### config.mk
export PLATFORM = sky130hd
export DESIGN_NAME = serializer_sched
export DESIGN_NICKNAME = d
export VERILOG_FILES = /design/src/rtl/serializer_sched.sv
export SDC_FILE = /design/constraint.sdc
export NUM_CORES = 1
export LEC_CHECK = 0
export CAP_MARGIN = 20
export CORE_AREA = 2 2 416 418
export CTS_CLUSTER_SIZE = 16
export DETAILED_ROUTE_END_ITERATION = 8
export DIE_AREA = 0 0 418 420
export HOLD_SLACK_MARGIN = 0.06
export SKIP_CTS_REPAIR_TIMING = 1
export SLEW_MARGIN = 20
export SYNTH_ARGS = -nofsm -noshare
export SYNTH_HDL_FRONTEND = slang
export SYNTH_SLANG_ARGS = --single-unit
### constraint.sdc
create_clock -name clk -period 3 [get_ports clk]
set_input_delay 0.75 -clock clk [delete_from_list [all_inputs] [get_ports clk]]
set_output_delay 0.75 -clock clk [all_outputs]
set_load 0.03 [all_outputs]
### src/rtl/serializer_sched.sv
// Round-robin scheduler feeding one INWIDTH->OUTWIDTH serializer; first beat the cycle after accept.
// Output is valid/ready: beats hold stable under backpressure, requesters wait in IDLE until granted.
module serializer_sched #(
  parameter  int NREQ     = 4,
  parameter  int INWIDTH  = 256,
  parameter  int OUTWIDTH = 8,
  localparam int MAXB     = INWIDTH / OUTWIDTH,
  localparam int LW       = $clog2(MAXB) + 1,
  localparam int SW       = $clog2(NREQ)
) (
  input  logic                    clk,
  input  logic                    reset,
  input  logic [NREQ-1:0]         req_valid,
  output logic [NREQ-1:0]         req_ready,
  input  logic [NREQ*INWIDTH-1:0] req_data,
  input  logic [NREQ*LW-1:0]      req_length,
  output logic [OUTWIDTH-1:0]     out_data,
  output logic                    out_valid,
  input  logic                    out_ready,
  output logic                    out_last,
  output logic [SW-1:0]           out_src,
  output logic                    busy
);

  typedef enum logic [0:0] {IDLE, STREAM} state_t;

  state_t               state, state_nxt;
  logic [SW-1:0]        rr_ptr;
  logic [INWIDTH-1:0]   shift_reg;
  logic [LW-1:0]        cnt;

  logic [INWIDTH-1:0]   data_arr [NREQ];
  logic [LW-1:0]        len_arr  [NREQ];
  logic [SW-1:0]        winner;
  logic [SW-1:0]        idx_w;
  logic                 found;
  logic [LW-1:0]        win_len;
  logic [LW-1:0]        clamped;
  logic                 accept;
  logic                 fire;
  int                   idx;

  always_comb begin
    for (int i = 0; i < NREQ; i++) begin
      data_arr[i] = req_data[i*INWIDTH +: INWIDTH];
      len_arr[i]  = req_length[i*LW +: LW];
    end
  end

  // Search starts at rr_ptr and wraps, so the last winner has lowest priority next time.
  always_comb begin
    found  = 1'b0;
    winner = '0;
    idx    = 0;
    idx_w  = '0;
    for (int i = 0; i < NREQ; i++) begin
      idx = int'(rr_ptr) + i;
      if (idx >= NREQ) idx = idx - NREQ;
      idx_w = SW'(idx);
      if (!found && req_valid[idx_w]) begin
        found  = 1'b1;
        winner = idx_w;
      end
    end
  end

  assign win_len = len_arr[winner];
  assign clamped = (win_len > LW'(MAXB)) ? LW'(MAXB) : win_len;
  assign accept  = (state == IDLE) && found;
  assign fire    = out_valid && out_ready;

  always_ff @(posedge clk or negedge reset) begin
    if (!reset) state <= IDLE;
    else        state <= state_nxt;
  end

  always_comb begin
    state_nxt = state;
    req_ready = '0;
    out_valid = 1'b0;
    out_last  = 1'b0;
    out_data  = '0;
    busy      = 1'b0;
    case (state)
      IDLE: begin
        if (found && reset) req_ready[winner] = 1'b1;
        if (accept && clamped != '0) state_nxt = STREAM;
      end
      STREAM: begin
        out_valid = 1'b1;
        busy      = 1'b1;
        out_data  = shift_reg[OUTWIDTH-1:0];
        out_last  = (cnt == LW'(1));
        if (fire && cnt == LW'(1)) state_nxt = IDLE;
      end
      default: state_nxt = IDLE;
    endcase
  end

  always_ff @(posedge clk or negedge reset) begin
    if (!reset) begin
      rr_ptr    <= '0;
      shift_reg <= '0;
      cnt       <= '0;
      out_src   <= '0;
    end else if (accept) begin
      rr_ptr    <= (winner == SW'(NREQ-1)) ? '0 : winner + SW'(1);
      shift_reg <= data_arr[winner];
      cnt       <= clamped;
      out_src   <= winner;
    end else if (fire) begin
      shift_reg <= shift_reg >> OUTWIDTH;
      cnt       <= cnt - LW'(1);
    end
  end

endmodule

=== Word level (Yosys, flattened, before mapping) ===
Cells that the tools add are included.

* Add/sub/neg operators: 9
* Magnitude comparators: 12
* Equal/unequal tests: 2
* Mux-type cells: 42
* Bitwise gates (word level): 2
* Reduce and logical (&&, ||, !) cells: 14

{| class="wikitable"
|+ Operators by type and width
! kind !! number
|-
| $mux 256 || 4
|-
| $bmux 256 s2 || 1
|-
| $mux 6 || 5
|-
| $mux 2 || 9
|-
| $lt 2x3->1 const B || 5
|-
| $mux 1 || 13
|-
| $bmux 6 s2 || 1
|-
| $ge 3x3->1 const B || 4
|-
| $logic_and 1x1->1 || 9
|-
| $bmux 1 s2 || 4
|-
| $mux 4 || 2
|-
| $mux 8 || 1
|-
| $sub 2x1->2 const B || 4
|-
| $add 2x2->3 const B || 2
|-
| $eq 6x1->1 const B || 1
|-
| $gt 6x6->1 const B || 1
|-
| $reduce_bool 6->1 || 1
|-
| $sub 6x1->6 const B || 1
|-
| $add 2x1->3 const B || 1
|-
| $ge 2x3->1 const B || 1
|-
| $logic_not 1->1 || 3
|-
| $not 2->3 || 1
|-
| $add 2x1->2 const B || 1
|-
| $demux 1 s2 || 1
|-
| other kinds (5) || 5
|}

* Flip-flop bits (word level): 267
* Bits of input ports: 1055
* Output and inout port bits: 17

=== Logic depth before layout (Yosys ltp) ===
Gate-level depths: netlist of the first run.

* Depth in word-level cells: 24
* Depth in mapped cells: 12
* Gate-level depth less buffers: 8

=== Worst setup path after synthesis of the first run ===
Ideal clock, no wire load.

* Kind: input to output
* From: input port req_valid[2]
* To: output port req_ready[3]
* Arrival time: 2.306 ns
* Data required time: 2.250 ns
* Path slack: -0.056 ns
* Cell stages on the path: 8
* Cell sequence: nor2b_1 -> nor3_1 -> a21o_1 -> and2b_4 -> buf_2 -> buf_1 -> ha_1 -> and3_1

* Longest elaborated chain between the ends: 18

{| class="wikitable"
|+ RTL lines
! what !! RTL line !! RTL
|-
| start, declared || 13 || <nowiki>input logic [NREQ-1:0] req_valid,</nowiki>
|-
| $bmux 1 s2 || 60 || <nowiki>if (!found && req_valid[idx_w]) begin</nowiki>
|-
| $mux 1 (not written as such) || 60 ||
|-
| $mux 1 || 60 ||
|-
| $logic_not 1->1 || 60 ||
|-
| $logic_and 1x1->1 || 60 ||
|-
| $mux 1 || 60 ||
|-
| $logic_not 1->1 || 60 ||
|-
| $logic_and 1x1->1 || 60 ||
|-
| [3 not listed] || - ||
|-
| $mux 2 (*) || 60 ||
|-
| named net winner[0] || 34 || <nowiki>logic [SW-1:0] winner;</nowiki>
|-
| $lt 2x3->1 (not written as such) / $ge 2x1->1 (equally long branches) || 86 || <nowiki>if (found && reset) req_ready[winner] = 1'b1;</nowiki>
|-
| $logic_and 1x1->1 (not written as such) || 86 ||
|-
| $mux 1 (not written as such) || 86 ||
|-
| $demux 1 s2 (*) || 86 ||
|-
| $mux 4 (*) || 86 ||
|-
| $mux 4 (*) || 84 || <nowiki>case (state)</nowiki>
|-
| end, declared || 14 || <nowiki>output logic [NREQ-1:0] req_ready,</nowiki>
|}

Mark *: on every way through the listed nets, which the timed path passes. The rest lies on a longest branch. The select of a mux whose other input is x is not followed.

=== Worst setup path after layout of the first run ===
* From: register rr_ptr[0]
* To: output port req_ready[0]

* Longest elaborated chain between the ends: 20

{| class="wikitable"
|+ RTL lines
! what !! RTL line !! RTL
|-
| start, declared || 28 || <nowiki>logic [SW-1:0] rr_ptr;</nowiki>
|-
| start signal, assigned || 107 || <nowiki>rr_ptr <= (winner == SW'(NREQ-1)) ? '0 : winner + SW'(1);</nowiki>
|-
| branches (longest 18 deep; another with $add 2x1->3) || - ||
|-
| $mux 4 (*) || 86 ||
|-
| $mux 4 (*) || 84 ||
|}

Mark *: on every way between the ends. The select of a mux whose other input is x is not followed.

==> results of run 1 <==
area by class of cell:
type	instances	area [um2]
multi-input combinational	2333	12100
antenna	24	60.1
clock buffer	49	1090
clock inverter	18	221
tap	2233	2790
timing repair buffer	1253	12800
sequential	267	6690
fill	19058	135000
inverter	6	37.5
cell families (layout without fill, tap and decap cells):
group	after synthesis	after routing
buffers and inverters	261	1326
AOI/OAI and AO/OA	300	300
other	0	24
muxes	279	279
and+or+nand+nor	1746	1746
xor gates and xnor gates	2	2
DFF	267	267
adders and majority gates	6	6
Yosys cell counts (2+ instances only):
cell,n,share of area [%]
buf_2,121,3.0
o21ai_0,52,1.3
inv_1,4,0.074
a31oi_1,5,0.16
nand3_1,713,18
inv_2,2,0.037
mux2_2,17,0.95
nor2b_1,4,0.12
a2bb2oi_1,6,0.26
a21o_1,2,0.074
nor4_1,2,0.062
a21boi_0,2,0.074
nor2_1,16,0.30
o221ai_1,13,0.56
nand2_1,987,18
a21oi_1,16,0.40
a32o_1,2,0.099
o21ai_1,181,4.5
buf_4,16,0.60
nor3_1,3,0.074
nand2_2,2,0.062
and2_1,9,0.28
ha_1,6,0.37
mux2i_1,261,13
and3_1,5,0.16
buf_6,29,1.6
buf_1,23,0.43
o21a_1,2,0.074
dfrtp_1,267,33
o22ai_1,17,0.53
clkbuf_1,66,1.2
through the flow:
stage | utilization, % | setup WS [ps] | instance area, um2 | instances | hold WS (ps)
after floorplan | - | 3.88 | 20200 | 2861 | 454
after global placement | 20.1 | -807 | 34300 | 6087 | 459
after detailed placement | 20.1 | -720 | 34300 | 6087 | 467
after CTS | 20.9 | -722 | 35700 | 6154 | -77.8
after global routing | 20.9 | -48.4 | 35800 | 6170 | 512
final | 21.0 | 59.8 | 35800 | 6183 | 481
critical path, cell delays in order (launching register included):
cell and delay, ps:
dfrtp_2 490, nor2b_2 170, nor3_2 50, a21o_1 170, and2b_4 210, inv_8 70
ha_1 140, and3_4 180, buf_6 120
layer usage:
layer | global-route usage (%) | wire length (um) | up-vias
li1 | - | - | 11889
met1 | 20.7 | 62200 | 12565
met2 | 28.0 | 74800 | 1216
met3 | 4.59 | 13400 | 268
met4 | 4.82 | 4190 | 82
met5 | 0 | 538 | -
path summary, 6_finish.rpt:
kind,from,endpoint,slack (ps),cells after the start
max in group asynchronous,reset,shift_reg[176]$_DFFE_PN0P_,1300,4
worst min-delay path,out_src[1]$_DFFE_PN0P_,out_src[1]$_DFFE_PN0P_,480,2
worst min register to register,out_src[1]$_DFFE_PN0P_,out_src[1]$_DFFE_PN0P_,480,2
worst max-delay path,rr_ptr[0]$_DFFE_PN0P_,req_ready[0],60,8
worst max register to register,rr_ptr[0]$_DFFE_PN0P_,shift_reg[153]$_DFFE_PN0P_,570,10
min in group asynchronous,reset,shift_reg[179]$_DFFE_PN0P_,600,2
power by group:
| part | internal, uW | switching (uW) | total (uW) | leakage (uW) |
|---|---|---|---|---|
| Sequential | 5200 | 1650 | 6850 | 0.00331 |
| Clock | 2920 | 2000 | 4930 | 0.000651 |
| Combinational | 5560 | 7670 | 13200 | 0.0109 |
placed cells by master, fill, tap and decap left out, types with 4 or more instances in the layout:
cell             netlist  layout
and2_1                 9       9
buf_4                 16     131
o21ai_0               52      52
a2bb2oi_1              6       6
o22ai_1               17      17
buf_12                 0      56
diode_2                0      24
dfrtp_1              267     264
clkbuf_16              0      39
mux2i_1              261     261
ha_1                   6       6
mux2_2                17      17
a31oi_1                5       5
clkbuf_8               0       8
dlymetal6s2s_1         0       4
clkdlybuf4s50_1        0    1057
clkinv_2               0       8
bufinv_16              0       4
nand3_1              713     713
nand2_1              987     986
o21ai_1              181     181
a21oi_1               16      14
inv_1                  4       4
o221ai_1              13      13
nor2_1                16      15
==> impl_metrics.json, run 1 <==
{
  "outcome": "finished, final reports clean",
  "clock-sinks": 267,
  "num_rows": 152,
  "vias_per_cell": 4.21,
  "setup_violations": 0,
  "core_um2": 171000,
  "synthFlopType": "dfrtp_1",
  "worst_pin_slew_ps": 852,
  "crit_path_end_kind": "primary output",
  "synth-xor-area-share_pct": 0.0869,
  "pin_count": 1072,
  "vias": 26020,
  "required_ps": 2250,
  "crit_arrival_ps": 2190,
  "ir_worst_vdd_mv": 0.511,
  "final_antenna_net_count": 0,
  "synth-seq-area-share_pct": 33.1,
  "dp_hpwl_um": 130000,
  "cts_tree": "done",
  "cts_made_buffers": 38,
  "grt_start_max_net_pins": 90,
  "critical_path_class": "register to primary output",
  "drtIter0Drc": 2552,
  "hold_class": "register to register",
  "worstPathMaxFanout": 5,
  "ys_types": 41,
  "gp_congestion": 0.959,
  "synth_fa_ha_area_share_pct": 0.372,
  "routed_wl_um": 155000,
  "grt_use_total_pct": 16.7,
  "grt_pass1_wl_um": 204000,
  "critPathLaunchType": "register",
  "async_flop_share_pct": 100,
  "max-slew-margin-rel_pct": 43.1,
  "drv_cap": 0,
  "fin_setup_tns_ps": 0,
  "final_hold_viol_count": 0,
  "drc": 0,
  "overflow": 0,
  "die_x_um": 418,
  "ctsRootBufferMaster": "clkbuf_16",
  "maxSlewViolCount": 0,
  "synth.area.mux_share_pct": 14.0,
  "ctsLongestPathBuffers": 3,
  "p_leak_uw": 0.0149,
  "cts.clk_slew.worst_paths_ps": 60,
  "rsz0062_at_grt": "true",
  "largest_reg_flops": 256,
  "synth_compound_area_share_pct": 8.09,
  "synth_edf_count": 0,
  "cts_max_level": 2,
  "drive_gt1_share_pct": 7.49,
  "syn_nets": 3922,
  "synth_top_family_by_area": "simple AND/OR/NAND/NOR gates",
  "total_power_uw": 25000,
  "synth-seq-cells": 267,
  "wl_per_cell_um": 25.1,
  "first_global_vias": 25045,
  "synth_area_um2": 20200,
  "clk_latency_ps": 610,
  "die_h_um": 420,
  "dr.pass1.iters": 5,
  "period_share_pct": 98.0,
  "die_area_um2": 176000,
  "area_delta_synth_final_pct": 77.8,
  "portBuffers": 1071,
  "fin_crit_ps": 2940,
  "start_util_pct": 11.8,
  "fmax_ghz": 0.340,
  "cellPowerDensity_nw_per_um2": 698,
  "syn_inst": 2861,
  "layout.nets": 4960,
  "fin_skew_ps": 29.9,
  "yosysWarnings": 0,
  "avgSynthCellArea_um2": 7.04,
  "antenna_found_initial": 104,
  "synth-simple-area-share_pct": 37.3
}
No activity file was read; power rests on OpenSTA's default activity.
==> run 2, diff against run 1 <==
--- a/config.mk
+++ b/config.mk
@@ -7,9 +7,9 @@
 export LEC_CHECK = 0
 export CAP_MARGIN = 20
 export CORE_AREA = 2 2 416 418
-export CTS_CLUSTER_SIZE = 16
 export DETAILED_ROUTE_END_ITERATION = 8
 export DIE_AREA = 0 0 418 420
+export GPL_TIMING_DRIVEN = 0
 export HOLD_SLACK_MARGIN = 0.06
 export SKIP_CTS_REPAIR_TIMING = 1
 export SLEW_MARGIN = 20
==> run 2 against run 1 <==
  * The flow now finishes with violations (negative setup slack)
  * Count of clock-buffer cells in the layout decreased by 3
  * Register-to-register slack got worse by 480 ps
  * First-iteration DRC count decreased by 2.6%
  * Critical path depth increased by 3
  * Combinational power increased by 4%
  * Fmax decreased by 13%
  * Non-clock buffer count increased by 97
  * Wire length increased by 12%
  * Global-route usage increased by 2.1 points
  * Die area unchanged
  * Largest power group unchanged
==> impl_metrics.json, run 2 (same netlist as run 1, synthesis figures left out) <==
{
  "first_global_vias": 26464,
  "routed_wl_um": 174000,
  "die_h_um": 420,
  "crit_cells": 11,
  "layout.nets": 5055,
  "gp_congestion": 1.03,
  "clock-sinks": 267,
  "endpoint": "req_ready[3]",
  "num_rows": 152,
  "pin_count": 1072,
  "grt_start_max_net_pins": 94,
  "crit_family": "buffers and inverters",
  "cts.clk_slew.worst_paths_ps": 70,
  "crit_start": "req_valid[2]",
  "final_antenna_net_count": 0,
  "drc": 0,
  "fmax_ghz": 0.296,
  "total_power_uw": 25100,
  "portBuffers": 1071,
  "cp_cell_sequence": "dlymetal6s2s_1 -> nor2b_2 -> a211o_1 -> o21a_1 -> buf_8 -> buf_16 -> buf_16 -> buf_12 -> ha_4 -> and3_4 -> buf_8",
  "fin_crit_ps": 3380,
  "power_frac_comb_pct": 54.7,
  "dr.pass1.iters": 6,
  "violations": "negative setup slack",
  "final_hold_viol_count": 0,
  "fin_skew_ps": 31.9,
  "timing.rr.end": "shift_reg[121]$_DFFE_PN0P_",
  "core_um2": 171000,
  "maxSlewViolCount": 0,
  "layout_common_cells": "1053 x clkdlybuf4s50_1, 987 x nand2_1, 713 x nand3_1",
  "p_sw_uw": 11900,
  "max-slew-margin-rel_pct": 33.9,
  "crit_arrival_ps": 2630,
  "wl_per_cell_um": 27.7,
  "setup_violations": 4,
  "antenna_found_initial": 82,
  "fillers": 19216,
  "drv_cap": 0,
  "largest_reg_flops": 256,
  "finalInstanceArea_um2": 35500,
  "critical_path_class": "input port to primary output",
  "drive_gt1_share_pct": 7.51,
  "grt_pass1_wl_um": 226000,
  "die_area_um2": 176000,
  "seqPwrFrac_pct": 27.0,
  "p_leak_uw": 0.0149,
  "cts_made_buffers": 36,
  "worstPathMaxFanout": 8,
  "critPathLaunchType": "input port",
  "outcome": "complete, but fails checks",
  "cp_slowest_cell": "a211o_1",
  "required_ps": 2250,
  "reg2reg_slack_ps": 90,
  "vias_per_cell": 4.25,
  "period_share_pct": 113,
  "area_delta_synth_final_pct": 76.2,
  "ff2ff_path_depth": 13,
  "dpl_cell_area_um2": 33800,
  "clk_latency_ps": 590,
  "slowest_delay_ps": 300,
  "grt_use_total_pct": 18.8,
  "cellPowerDensity_nw_per_um2": 707,
  "crit_path_end_kind": "primary output",
  "cts_max_level": 2,
  "ir_worst_vdd_mv": 0.529,
  "p_int_uw": 13200,
  "hold_class": "input port to async pin",
  "drtIter0Drc": 2486,
  "timing.rr.start": "rr_ptr[1]$_DFFE_PN0P_",
  "fin_ws_ps": -377,
  "ctsRootBufferMaster": "clkbuf_16",
  "mostFrequentLayoutCell": "clkdlybuf4s50_1",
  "start_util_pct": 11.8,
  "rsz0062_at_grt": "true",
  "die_x_um": 418,
  "ctsLongestPathBuffers": 3,
  "cts_tree": "done",
  "overflow": 0,
  "worst_pin_slew_ps": 992,
  "dp_hpwl_um": 150000,
  "critPathBufInv": 6,
  "clkPwrFrac_pct": 18.3,
  "vias": 26695,
  "switching_share_pct": 47.4
}
## run 2: cell types whose count changed in the layout (fill, tap and decap cells not counted), moves of 3 or more
| cell | delta |
|---|---|
| buf_8 | +4 |
| clkbuf_2 | +10 |
| clkbuf_16 | -3 |
| buf_16 | +5 |
| dlymetal6s2s_1 | +8 |
| buf_1 | +20 |
| buf_2 | +109 |
| clkbuf_1 | +57 |
| buf_6 | +29 |
| buf_4 | -93 |
| buf_12 | -49 |
| clkdlybuf4s50_1 | -4 |
## run 2: layout make-up
cell class | instances | area [um2] | share of cell area (%)
Multi-Input combinational cell | 2333 | 12100 | 34.2
Buffer | 252 | 1550 | 4.38
Clock buffer | 46 | 998 | 2.81
Antenna cell | 22 | 55.1 | 0.155
Sequential cell | 267 | 6680 | 18.8
Clock inverter | 17 | 218 | 0.613
Tap cell | 2233 | 2790 | 7.87
Inverter | 6 | 30.0 | 0.0845
Timing Repair Buffer | 1098 | 11000 | 31.1
## run 2: worst min-delay path by stage
| stage | start | endpoint | slack [ps] | cells after the start |
|---|---|---|---|---|
| final | reset | shift_reg[49]$_DFFE_PN0P_ | 140 | 2 |
| after global routing | reset | shift_reg[49]$_DFFE_PN0P_ | 110 | 2 |
| after CTS | reset | shift_reg[40]$_DFFE_PN0P_ | 2 | 1 |
| after detailed placement | out_src[1]$_DFFE_PN0P_ | out_src[1]$_DFFE_PN0P_ | 470 | 2 |
| after global placement | out_src[0]$_DFFE_PN0P_ | out_src[0]$_DFFE_PN0P_ | 460 | 2 |
| after floorplan | reset | cnt[0]$_DFFE_PN0P_ | 450 | 0 |
## run 2: per-layer routing
| layer | wire length [um] | share of wire [%] | GRT usage [%] |
|---|---|---|---|
| met5 | 317 | 0.18 | 0 |
| met4 | 6920 | 4.0 | 6.11 |
| met3 | 13600 | 7.8 | 4.50 |
| met2 | 83700 | 48 | 32.5 |
| met1 | 69100 | 40 | 22.9 |
## run 2: power by group through the flow
stage | registers, uW | clock network (uW) | logic [uW]
global route | 6920 | 4850 | 15000
finish | 6780 | 4590 | 13700
detailed placement | 6870 | 0 | 13400
CTS | 6810 | 4720 | 13400
floorplan | 5870 | 0 | 7590
global placement | 6840 | 0 | 13300
## run 2: per-stage QoR
stage	util (%)	instances	hold slack [ps]	setup slack, ps	TNS, ps
global placement	19.7	6165	459	-11220	-3553410
floorplan	-	2861	454	3.88	0
CTS	20.5	6231	2.01	-2450	-157950
global route	20.8	6261	109	-446	-1710
finish	20.8	6274	135	-377	-1350
detailed placement	19.7	6168	474	-2300	-291940
